==> config.mk <==
export PLATFORM = sky130hd
export DESIGN_NAME = time_counter_hms
export DESIGN_NICKNAME = d
export VERILOG_FILES = /design/src/rtl/clock_pkg.sv /design/src/rtl/bcd_digit_pair.sv /design/src/rtl/time_counter_hms.sv
export SDC_FILE = /design/constraint.sdc
export NUM_CORES = 1
export LEC_CHECK = 0
export BUFFER_PORTS_ARGS = -buffer_cell sky130_fd_sc_hd__buf_2
export CAP_MARGIN = 20
export CORE_MARGIN = 3
export CORE_UTILIZATION = 46
export CTS_CLUSTER_SIZE = 24
export DETAILED_ROUTE_END_ITERATION = 7
export GPL_ROUTABILITY_DRIVEN = 0
export PLACE_DENSITY = 0.72
export SLEW_MARGIN = 10
export SYNTH_ARGS = -nofsm -noshare
export SYNTH_HDL_FRONTEND = slang
export SYNTH_SLANG_ARGS = --single-unit
==> constraint.sdc <==
create_clock -name clk -period 1.72 [get_ports clk]
set_input_delay 0.344 -clock clk [delete_from_list [all_inputs] [get_ports clk]]
set_output_delay 0.344 -clock clk [all_outputs]
set_load 0.03 [all_outputs]
==> src/rtl/clock_pkg.sv <==
// Shared definitions for the HH:MM:SS BCD time counter.
//   state_e   : control FSM encoding (STOP, RUN, LOAD)
//   BCD_59    : last value of the seconds/minutes fields
//   BCD_ZERO  : wrap / reset value of every field
//   to_bcd8   : small integer to packed two-digit BCD
//   bcd_le    : checks a byte is valid BCD and not above a BCD limit
package clock_pkg;

    localparam int unsigned BCD_W = 8;

    typedef enum logic [1:0] {
        ST_STOP = 2'd0,
        ST_RUN  = 2'd1,
        ST_LOAD = 2'd2
    } state_e;

    localparam logic [BCD_W-1:0] BCD_59   = 8'h59;
    localparam logic [BCD_W-1:0] BCD_ZERO = 8'h00;

    function automatic logic [BCD_W-1:0] to_bcd8(input int unsigned v);
        return 8'((((v / 10) % 10) * 16) + (v % 10));
    endfunction

    // Valid BCD compares correctly as plain binary, so one magnitude test suffices.
    function automatic logic bcd_le(input logic [BCD_W-1:0] val, input logic [BCD_W-1:0] max);
        return (val[3:0] <= 4'd9) && (val[7:4] <= 4'd9) && (val <= max);
    endfunction

endpackage

==> src/rtl/bcd_digit_pair.sv <==
// Two-digit packed BCD counter with synchronous load and wrap at i_max_val.
//   i_clk, i_rst_n : clock, async active-low reset
//   i_inc          : advance by one (ignored while i_load)
//   i_load         : write i_load_val
//   i_max_val      : last value before wrapping to 00
//   o_value        : registered count
//   o_wrap_c       : combinational, high when this increment wraps to 00
module bcd_digit_pair
    import clock_pkg::*;
(
    input  logic             i_clk,
    input  logic             i_rst_n,
    input  logic             i_inc,
    input  logic             i_load,
    input  logic [BCD_W-1:0] i_load_val,
    input  logic [BCD_W-1:0] i_max_val,
    output logic [BCD_W-1:0] o_value,
    output logic             o_wrap_c
);

    logic [BCD_W-1:0] r_value;
    logic [BCD_W-1:0] w_next;
    logic             w_at_max;

    assign w_at_max = (r_value == i_max_val);
    assign o_wrap_c = i_inc & w_at_max;
    assign o_value  = r_value;

    // Next BCD value: wrap, decimal carry into the tens digit, or plain +1.
    always_comb begin
        w_next = r_value;
        if (w_at_max) begin
            w_next = BCD_ZERO;
        end else if (r_value[3:0] == 4'd9) begin
            w_next = {r_value[7:4] + 4'd1, 4'd0};
        end else begin
            w_next = {r_value[7:4], r_value[3:0] + 4'd1};
        end
    end

    always_ff @(posedge i_clk or negedge i_rst_n) begin
        if (!i_rst_n) begin
            r_value <= BCD_ZERO;
        end else if (i_load) begin
            r_value <= i_load_val;
        end else if (i_inc) begin
            r_value <= w_next;
        end
    end

endmodule

==> src/rtl/time_counter_hms.sv <==
// HH:MM:SS BCD time-of-day counter driven by an external 1 Hz strobe.
//   clk, rst          : clock, async active-low reset
//   pulse_1s          : 1 Hz strobe, rising edge counts one second
//   enable_count      : 1 = run, 0 = hold
//   load, load_hh/mm/ss : one-cycle request to load a BCD time
//   sec/min/hour_bcd  : current time, packed BCD
//   min_tick, day_tick: one-cycle strobes on minute and day wrap
//   load_ack, load_err: one-cycle load accepted / rejected
//   running           : high while in RUN
// HOUR_MAX must be 24 or 12; SYNC_STAGES must be 0 (same domain) or >= 2.
module time_counter_hms
    import clock_pkg::*;
#(
    parameter int unsigned HOUR_MAX    = 24,
    parameter int unsigned SYNC_STAGES = 2
) (
    input  logic             clk,
    input  logic             rst,
    input  logic             pulse_1s,
    input  logic             enable_count,
    input  logic             load,
    input  logic [BCD_W-1:0] load_hh,
    input  logic [BCD_W-1:0] load_mm,
    input  logic [BCD_W-1:0] load_ss,
    output logic [BCD_W-1:0] sec_bcd,
    output logic [BCD_W-1:0] min_bcd,
    output logic [BCD_W-1:0] hour_bcd,
    output logic             min_tick,
    output logic             day_tick,
    output logic             load_ack,
    output logic             load_err,
    output logic             running
);

    localparam logic [BCD_W-1:0] HOUR_LAST = to_bcd8(HOUR_MAX - 1);

    logic   w_sync;
    logic   w_sync_vld;
    logic   r_pulse_d;
    logic   r_hist_vld;
    logic   w_tick;
    logic   w_load_ok;
    logic   w_load_wr;
    logic   w_inc_sec;
    logic   w_sec_wrap;
    logic   w_min_wrap;
    logic   w_hour_wrap;
    state_e r_state;
    logic   r_min_tick;
    logic   r_day_tick;
    logic   r_load_ack;
    logic   r_load_err;
    logic   r_running;

    // Strobe synchroniser; a parallel valid chain marks samples taken after reset release.
    if (SYNC_STAGES == 0) begin : g_direct
        assign w_sync     = pulse_1s;
        assign w_sync_vld = 1'b1;
    end else begin : g_sync
        logic [SYNC_STAGES-1:0] r_sync;
        logic [SYNC_STAGES-1:0] r_vld;
        always_ff @(posedge clk or negedge rst) begin
            if (!rst) begin
                r_sync <= '0;
                r_vld  <= '0;
            end else begin
                r_sync <= {r_sync[SYNC_STAGES-2:0], pulse_1s};
                r_vld  <= {r_vld[SYNC_STAGES-2:0], 1'b1};
            end
        end
        assign w_sync     = r_sync[SYNC_STAGES-1];
        assign w_sync_vld = r_vld[SYNC_STAGES-1];
    end

    // Edge history; a strobe already high at reset release never produces a tick.
    always_ff @(posedge clk or negedge rst) begin
        if (!rst) begin
            r_pulse_d  <= 1'b0;
            r_hist_vld <= 1'b0;
        end else begin
            r_pulse_d  <= w_sync;
            r_hist_vld <= w_sync_vld;
        end
    end

    assign w_tick    = w_sync & ~r_pulse_d & r_hist_vld & w_sync_vld;
    assign w_load_ok = bcd_le(load_ss, BCD_59) & bcd_le(load_mm, BCD_59) & bcd_le(load_hh, HOUR_LAST);
    assign w_load_wr = load & w_load_ok;
    // Ticks only count in RUN and lose to a simultaneous load.
    assign w_inc_sec = (r_state == ST_RUN) & w_tick & ~load;

    bcd_digit_pair u_sec (
        .i_clk      (clk),
        .i_rst_n    (rst),
        .i_inc      (w_inc_sec),
        .i_load     (w_load_wr),
        .i_load_val (load_ss),
        .i_max_val  (BCD_59),
        .o_value    (sec_bcd),
        .o_wrap_c   (w_sec_wrap)
    );

    bcd_digit_pair u_min (
        .i_clk      (clk),
        .i_rst_n    (rst),
        .i_inc      (w_sec_wrap),
        .i_load     (w_load_wr),
        .i_load_val (load_mm),
        .i_max_val  (BCD_59),
        .o_value    (min_bcd),
        .o_wrap_c   (w_min_wrap)
    );

    bcd_digit_pair u_hour (
        .i_clk      (clk),
        .i_rst_n    (rst),
        .i_inc      (w_min_wrap),
        .i_load     (w_load_wr),
        .i_load_val (load_hh),
        .i_max_val  (HOUR_LAST),
        .o_value    (hour_bcd),
        .o_wrap_c   (w_hour_wrap)
    );

    // Control FSM with registered status outputs; load preempts every state.
    always_ff @(posedge clk or negedge rst) begin
        if (!rst) begin
            r_state    <= ST_STOP;
            r_running  <= 1'b0;
            r_load_ack <= 1'b0;
            r_load_err <= 1'b0;
            r_min_tick <= 1'b0;
            r_day_tick <= 1'b0;
        end else begin
            r_load_ack <= 1'b0;
            r_load_err <= 1'b0;
            r_min_tick <= w_sec_wrap;
            r_day_tick <= w_hour_wrap;
            if (load) begin
                r_state    <= ST_LOAD;
                r_running  <= 1'b0;
                r_load_ack <= w_load_ok;
                r_load_err <= ~w_load_ok;
            end else begin
                case (r_state)
                    ST_STOP: begin
                        if (enable_count) begin
                            r_state   <= ST_RUN;
                            r_running <= 1'b1;
                        end
                    end
                    ST_RUN: begin
                        if (!enable_count) begin
                            r_state   <= ST_STOP;
                            r_running <= 1'b0;
                        end
                    end
                    ST_LOAD: begin
                        r_state   <= enable_count ? ST_RUN : ST_STOP;
                        r_running <= enable_count;
                    end
                    default: begin
                        r_state   <= ST_STOP;
                        r_running <= 1'b0;
                    end
                endcase
            end
        end
    end

    assign min_tick = r_min_tick;
    assign day_tick = r_day_tick;
    assign load_ack = r_load_ack;
    assign load_err = r_load_err;
    assign running  = r_running;

endmodule

==> metrics.txt, run 1 <==
DRT iter0 DRCs=159; P&R area growth vs syn=48.7%; EDFF count, synth=0; clk_lat worst skew=0.29 ns; GRT Total Usage=22.4%; root buffer cell=clkbuf_8; top_reg_cell synth=dfrtp_1; Final Skew=0.00308 ns; r2r worst-path depth=6; syn_nets=251; leakage=1.40 nW; residual DRC count=0; Yosys cell types=44; vias per cell=5.49; share of power burned in registers=44.9%; antenna-violating nets left=0; number of iterations in the first detailed-routing pass=4; share of the synthesized area in the top cell type=46.4%; WL met2=2500 um; CTS tree=built; DIE HEIGHT=71.0 um; Horiz. Die Dim=71.0 um; PnR worst setup slack=-0.262 ns; Gate Count Post-Synth=212; metal3 WL=365 um; hold_buf cts=0; top post-synthesis cells by area=dfrtp_1 (46%), ha_1 (6.4%), o21ai_0 (5.9%); TritonCTS buffer count=5; Fin Hold WS=0.00705 ns; mapped cell area=1940 um2; Cell Count, Final, Fillers Out=363; peak supply drop=0.629 mV; highest metal used=met4; IO buf count=57; initial antenna violation count=0; fmax=505 MHz; FF-to-FF End=u_hour.o_value[4]; via count=1994; Max Buffers Root-to-Sink=2; R2R Path Start=r_state[1]; Async S/R FF share, synth=100%; Tmin final=1.98 ns; layout cell share with drive strength beyond 1=45.7%; Power Internal=1.49 mW; Clk pwr share=30.6%; # clock sinks=36; standard-cell rows=22; die area=5040 um2; run status=finished, violations left; core region area=3850 um2; area leader, netlist=dfrtp_1; Crit path arrival time=2.18 ns; Psw=0.654 mW; element type at the critical path end=flip-flop; Final nets=353; Net Sw Frac=30.5%; io pins=58; DP HPWL=3830 um; Antenna diodes=0; DR WL/cell=14.9 um; first-pass GRT wire length=8870 um; Final Power=2.15 mW; dpl cells=351; Tcrit/Tclk final=115%; Syn Area/Cell=9.16 um2; starting density of the core=50.4%; cell with the most instances after synthesis=dfrtp_1; Setup Crit Path Kind=flip-flop to flip-flop; final hold violation count=0; most frequent cells after synthesis=dfrtp_1 (36), o21ai_0 (23), nand2_1 (22); largest net degree at the start of global routing=37; synthesis-stage register bit count=36; yosys warns=0; Logic pwr share=24.5%; setup violators final=15; H-tree levels=2; Post-Route M1 WL=2460 um; routed wire length=5420 um; PD cells=743 nW/um2; reg2reg setup slack=-0.26 ns; CP startpoint kind=flip-flop; Worst Hold Class=primary input to async pin; Crit Path Max Fanout=5; post-synthesis sequential area ratio=46.4%; Worst-path clk slew=0.07 ns; vias in the first global route=1891; RSZ-0062 raised after global routing=yes; CP required=1.92 ns; failing checks=setup timing; max-slew violations=0; grt total ovfl=0; max-cap violations=0
## final cells by class
| class | count | area [um2] |
|---|---|---|
| clock buffers | 8 | 100 |
| multi-input cells | 158 | 1110 |
| flip-flops and latches | 36 | 907 |
| inverters | 9 | 33.8 |
| repair buffers | 104 | 681 |
| well taps | 48 | 60.1 |
| fillers | 275 | 966 |
## how the worst max path moves through the flow
| stage | start | to | slack (ns) |
|---|---|---|---|
| CTS | r_state[1] | u_min.o_value[5] | -0.18 |
| floorplan | r_state[0] | u_hour.o_value[4] | -0.24 |
| global route | r_state[1] | u_min.o_value[5] | -0.35 |
| finish | r_state[1] | u_hour.o_value[4] | -0.26 |
| detailed placement | load | u_min.o_value[1] | -0.34 |
| global placement | load | u_min.o_value[1] | -0.28 |
## registers in the layout, indices dropped and copies added (netlist names)
name	cells
day_tick	1
u_hour.o_value	8
r_state	2
load_ack	1
u_sec.o_value	8
u_min.o_value	8
g_sync.r_sync	2
load_err	1
g_sync.r_vld	2
r_hist_vld	1
min_tick	1
r_pulse_d	1
## routing by layer
| layer | GRT usage [%] | up-vias |
|---|---|---|
| met5 | 0 | - |
| met4 | 8.14 | 0 |
| met3 | 5.68 | 10 |
| met2 | 34.9 | 79 |
| met1 | 30.1 | 936 |
| li1 | - | 969 |
## kinds of logic after synthesis
family                     Yosys count  share of synthesized area, %
and+or+nand+nor                     89                          25.1
AOI/OAI and AO/OA                   54                          16.4
DFF                                 36                          46.4
buffers and inverters               18                          3.54
adders and majority gates           10                          6.44
xor gates and xnor gates             2                         0.902
muxes                                2                          1.03
other                                1                         0.193
## power groups by stage
stage / Sequential [mW] / Clock (mW) / Combinational, mW
2_1_floorplan: 1.11 / 0 / 0.121
3_3_place_gp: 0.970 / 0 / 0.487
3_5_place_dp: 0.972 / 0 / 0.496
4_1_cts: 0.962 / 0.667 / 0.516
5_1_grt: 0.975 / 0.704 / 0.571
6_report: 0.964 / 0.657 / 0.526
## placed cells by master (no fill, tap or decap), types with 4 or more instances in the layout
cell type,n
buf_6,6
a31oi_1,4
nand3_2,4
o21ai_0,14
ha_1,8
buf_2,57
nand3_1,8
a21oi_1,12
nor2_1,15
buf_4,39
clkbuf_8,7
nor3_1,6
dfrtp_1,31
o21ai_1,7
nand3b_1,4
inv_1,7
nor3_2,5
nand2_1,21
dfrtp_2,5
## stage by stage
stage / TNS (ns) / util [%] / instance area [um2] / setup WS (ns)
floorplan: -2.80 / - / 1970 / -0.238
global placement: -3.47 / 67.7 / 2610 / -0.282
detailed placement: -3.94 / 67.7 / 2610 / -0.341
CTS: -2.00 / 73.2 / 2820 / -0.182
global route: -4.00 / 74.9 / 2890 / -0.350
finish: -2.40 / 74.9 / 2890 / -0.262
## worst max-delay path, cell delays in order (launching register included)
cell and delay (ns):
dfrtp_1 0.38, or3b_4 0.39, or4_4 0.58, buf_4 0.18
nor2_1 0.11, nor2_1 0.05, o31ai_1 0.19
## what timing repair did
action                     4_1_cts  5_1_grt
buffers inserted                 3        1
hold endpoints to repair         0        0
pin swaps                       18        7
gates resized for setup         24       17
setup endpoints to repair       17       22
No activity file was read; power rests on OpenSTA's default activity.
==> run 2: changes to the inputs <==
CORE_UTILIZATION = 51   (was 46)
PLACE_DENSITY = 0.76   (was 0.72)
clock period = 1.9 ns   (was 1.72 ns; I/O delays follow)
==> run 2 against run 1 <==
The flow still finishes with violations (setup timing); die area decreased by 9.0%; combinational power decreased by 22%; utilization is 0.47 points higher; critical path type unchanged.
==> metrics.txt, run 2 (synthesized netlist as in run 1, its figures left out) <==
run status=finished, violations left (unchanged); failing checks=setup timing (unchanged); final hold violation count=0 (unchanged); element type at the critical path end=flip-flop (unchanged); largest net degree at the start of global routing=22 (was 37); io pins=58 (unchanged); number of iterations in the first detailed-routing pass=4 (unchanged); Worst Hold Class=primary input to async pin (unchanged); CP required=2.12 ns (was 1.92 ns); IO buf count=57 (unchanged); antenna-violating nets left=0 (unchanged); Most Crowded Layer GR=met2 (unchanged); clk_lat worst skew=0.29 ns (about the same); Final Skew=0.00665 ns (was 0.00308 ns); H-tree levels=2 (unchanged); Worst-path clk slew=0.07 ns (about the same); Clk pwr share=30.6% (about the same); layout cell share with drive strength beyond 1=38.9% (was 45.7%); max-slew violations=0 (unchanged); RSZ-0062 raised after global routing=yes (unchanged); DP HPWL=3590 um (was 3830 um); Antenna diodes=0 (unchanged); share of power burned in registers=47.4% (was 44.9%); Max Buffers Root-to-Sink=2 (unchanged); Tcrit/Tclk final=101% (was 115%); max-cap violations=0 (unchanged); grt total ovfl=0 (unchanged); fmax=519 MHz (was 505 MHz); Crit Path Max Fanout=5 (unchanged); DIE HEIGHT=67.7 um (was 71.0 um); Power Internal=1.27 mW (was 1.49 mW); initial antenna violation count=0 (unchanged); root buffer cell=clkbuf_8 (unchanged); PD cells=705 nW/um2 (was 743 nW/um2); Net Sw Frac=31.5% (was 30.5%); met1 Use GR=31.8% (was 30.1%); vias per cell=5.48 (was 5.49); vias in the first global route=1679 (was 1891); GRT Total Usage=22.9% (was 22.4%); routed wire length=4980 um (was 5420 um); Setup Crit Path Kind=flip-flop to flip-flop (unchanged); # clock sinks=36 (unchanged); via count=1874 (was 1994); Horiz. Die Dim=67.7 um (was 71.0 um); first-pass GRT wire length=7820 um (was 8870 um); met3 Resource Use GR=5.99% (was 5.68%); core region area=3490 um2 (was 3850 um2); setup violators final=5 (was 15); CP startpoint kind=flip-flop (unchanged); leakage=1.27 nW (was 1.40 nW); starting density of the core=55.6% (was 50.4%); standard-cell rows=21 (was 22); commonest non-fill, non-tap cell in the layout=buf_2 (unchanged); PnR worst setup slack=-0.0283 ns (was -0.262 ns); P&R area growth vs syn=35.7% (was 48.7%); most frequent cells in the layout=buf_2 (57), dfrtp_1 (31), buf_4 (25), nand2_1 (22), nor2_1 (16) (was buf_2 (57), buf_4 (39), dfrtp_1 (31), nand2_1 (21), nor2_1 (15)); GR Util met2=35.4% (was 34.9%); dpl cells=331 (was 351); residual DRC count=0 (unchanged); peak supply drop=0.484 mV (was 0.629 mV); Logic pwr share=22.0% (was 24.5%); TritonCTS buffer count=5 (unchanged); Final nets=334 (was 353); Psw=0.585 mW (was 0.654 mW); Crit path arrival time=2.15 ns (was 2.18 ns); DRT iter0 DRCs=155 (was 159); Cell Count, Final, Fillers Out=342 (was 363); die area=4580 um2 (was 5040 um2); CTS tree=built (unchanged); Tmin final=1.93 ns (was 1.98 ns); DR WL/cell=14.6 um (was 14.9 um); setup_tns=-0.0530 ns (was -2.40 ns)
[run 2: power by group through the flow]
stage	registers, mW	clock network [mW]	logic, mW
finish	0.881	0.569	0.408
global route	0.891	0.610	0.446
CTS	0.880	0.566	0.405
detailed placement	0.893	0	0.401
global placement	0.892	0	0.393
floorplan	1.00	0	0.110
[run 2: path summary, 6_finish.rpt]
kind                                     endpoint  slack, ns            start  cells after the start
worst min register to register    g_sync.r_vld[1]       0.35  g_sync.r_vld[0]                      0
worst max register to register  u_hour.o_value[1]      -0.03       r_state[0]                      6
min in group clk                 g_sync.r_sync[0]       0.19         pulse_1s                      1
worst max-delay path            u_hour.o_value[1]      -0.03       r_state[0]                      6
worst min-delay path             u_sec.o_value[7]       0.03              rst                      1
max in group asynchronous        u_min.o_value[3]       1.30              rst                      2
[run 2: layout make-up]
cell class	instances	area [um2]
multi-input combinational	158	1030
sequential	36	907
fill	246	860
timing repair buffer	85	515
clock buffer	6	82.6
tap	46	57.6
inverter	9	33.8
clock inverter	2	10.0
[run 2: per-stage QoR]
stage | util (%) | power [mW] | setup WS [ns] | hold WS [ns] | instance area (um2)
detailed placement | 70.7 | 1.29 | -0.206 | 0.335 | 2470
finish | 75.4 | 1.86 | -0.0283 | 0.0276 | 2640
global route | 75.4 | 1.95 | -0.0836 | 0.0654 | 2640
global placement | 70.7 | 1.29 | -0.156 | 0.332 | 2470
floorplan | - | 1.11 | -0.0584 | 0.0844 | 1970
CTS | 73.9 | 1.85 | -0.00711 | 0.0504 | 2580
[run 2: timing repair]
action | 4_1_cts | 5_1_grt
hold buffers | 0 | 0
setup buffers | 2 | 1
endpoints found under the setup margin | 8 | 17
endpoints found under the hold margin | 0 | 0
pin swaps | 1 | 1
gates resized for setup | 2 | 16
[run 2: per-layer routing]
layer  share of wire, %  vias up  wire length [um]
met3                7.5        8               374
li1                   -      929                 -
met5                  0        -                 0
met2                 47       75              2340
met4                1.2        0                60
met1                 44      862              2210
[run 2: critical path, stage by stage (launching register included)]
cell     delay (ns)
dfrtp_2        0.38
or3b_4         0.41
or4_4          0.55
buf_4          0.18
nor2_2         0.11
a31oi_1        0.10
a21oi_1        0.14
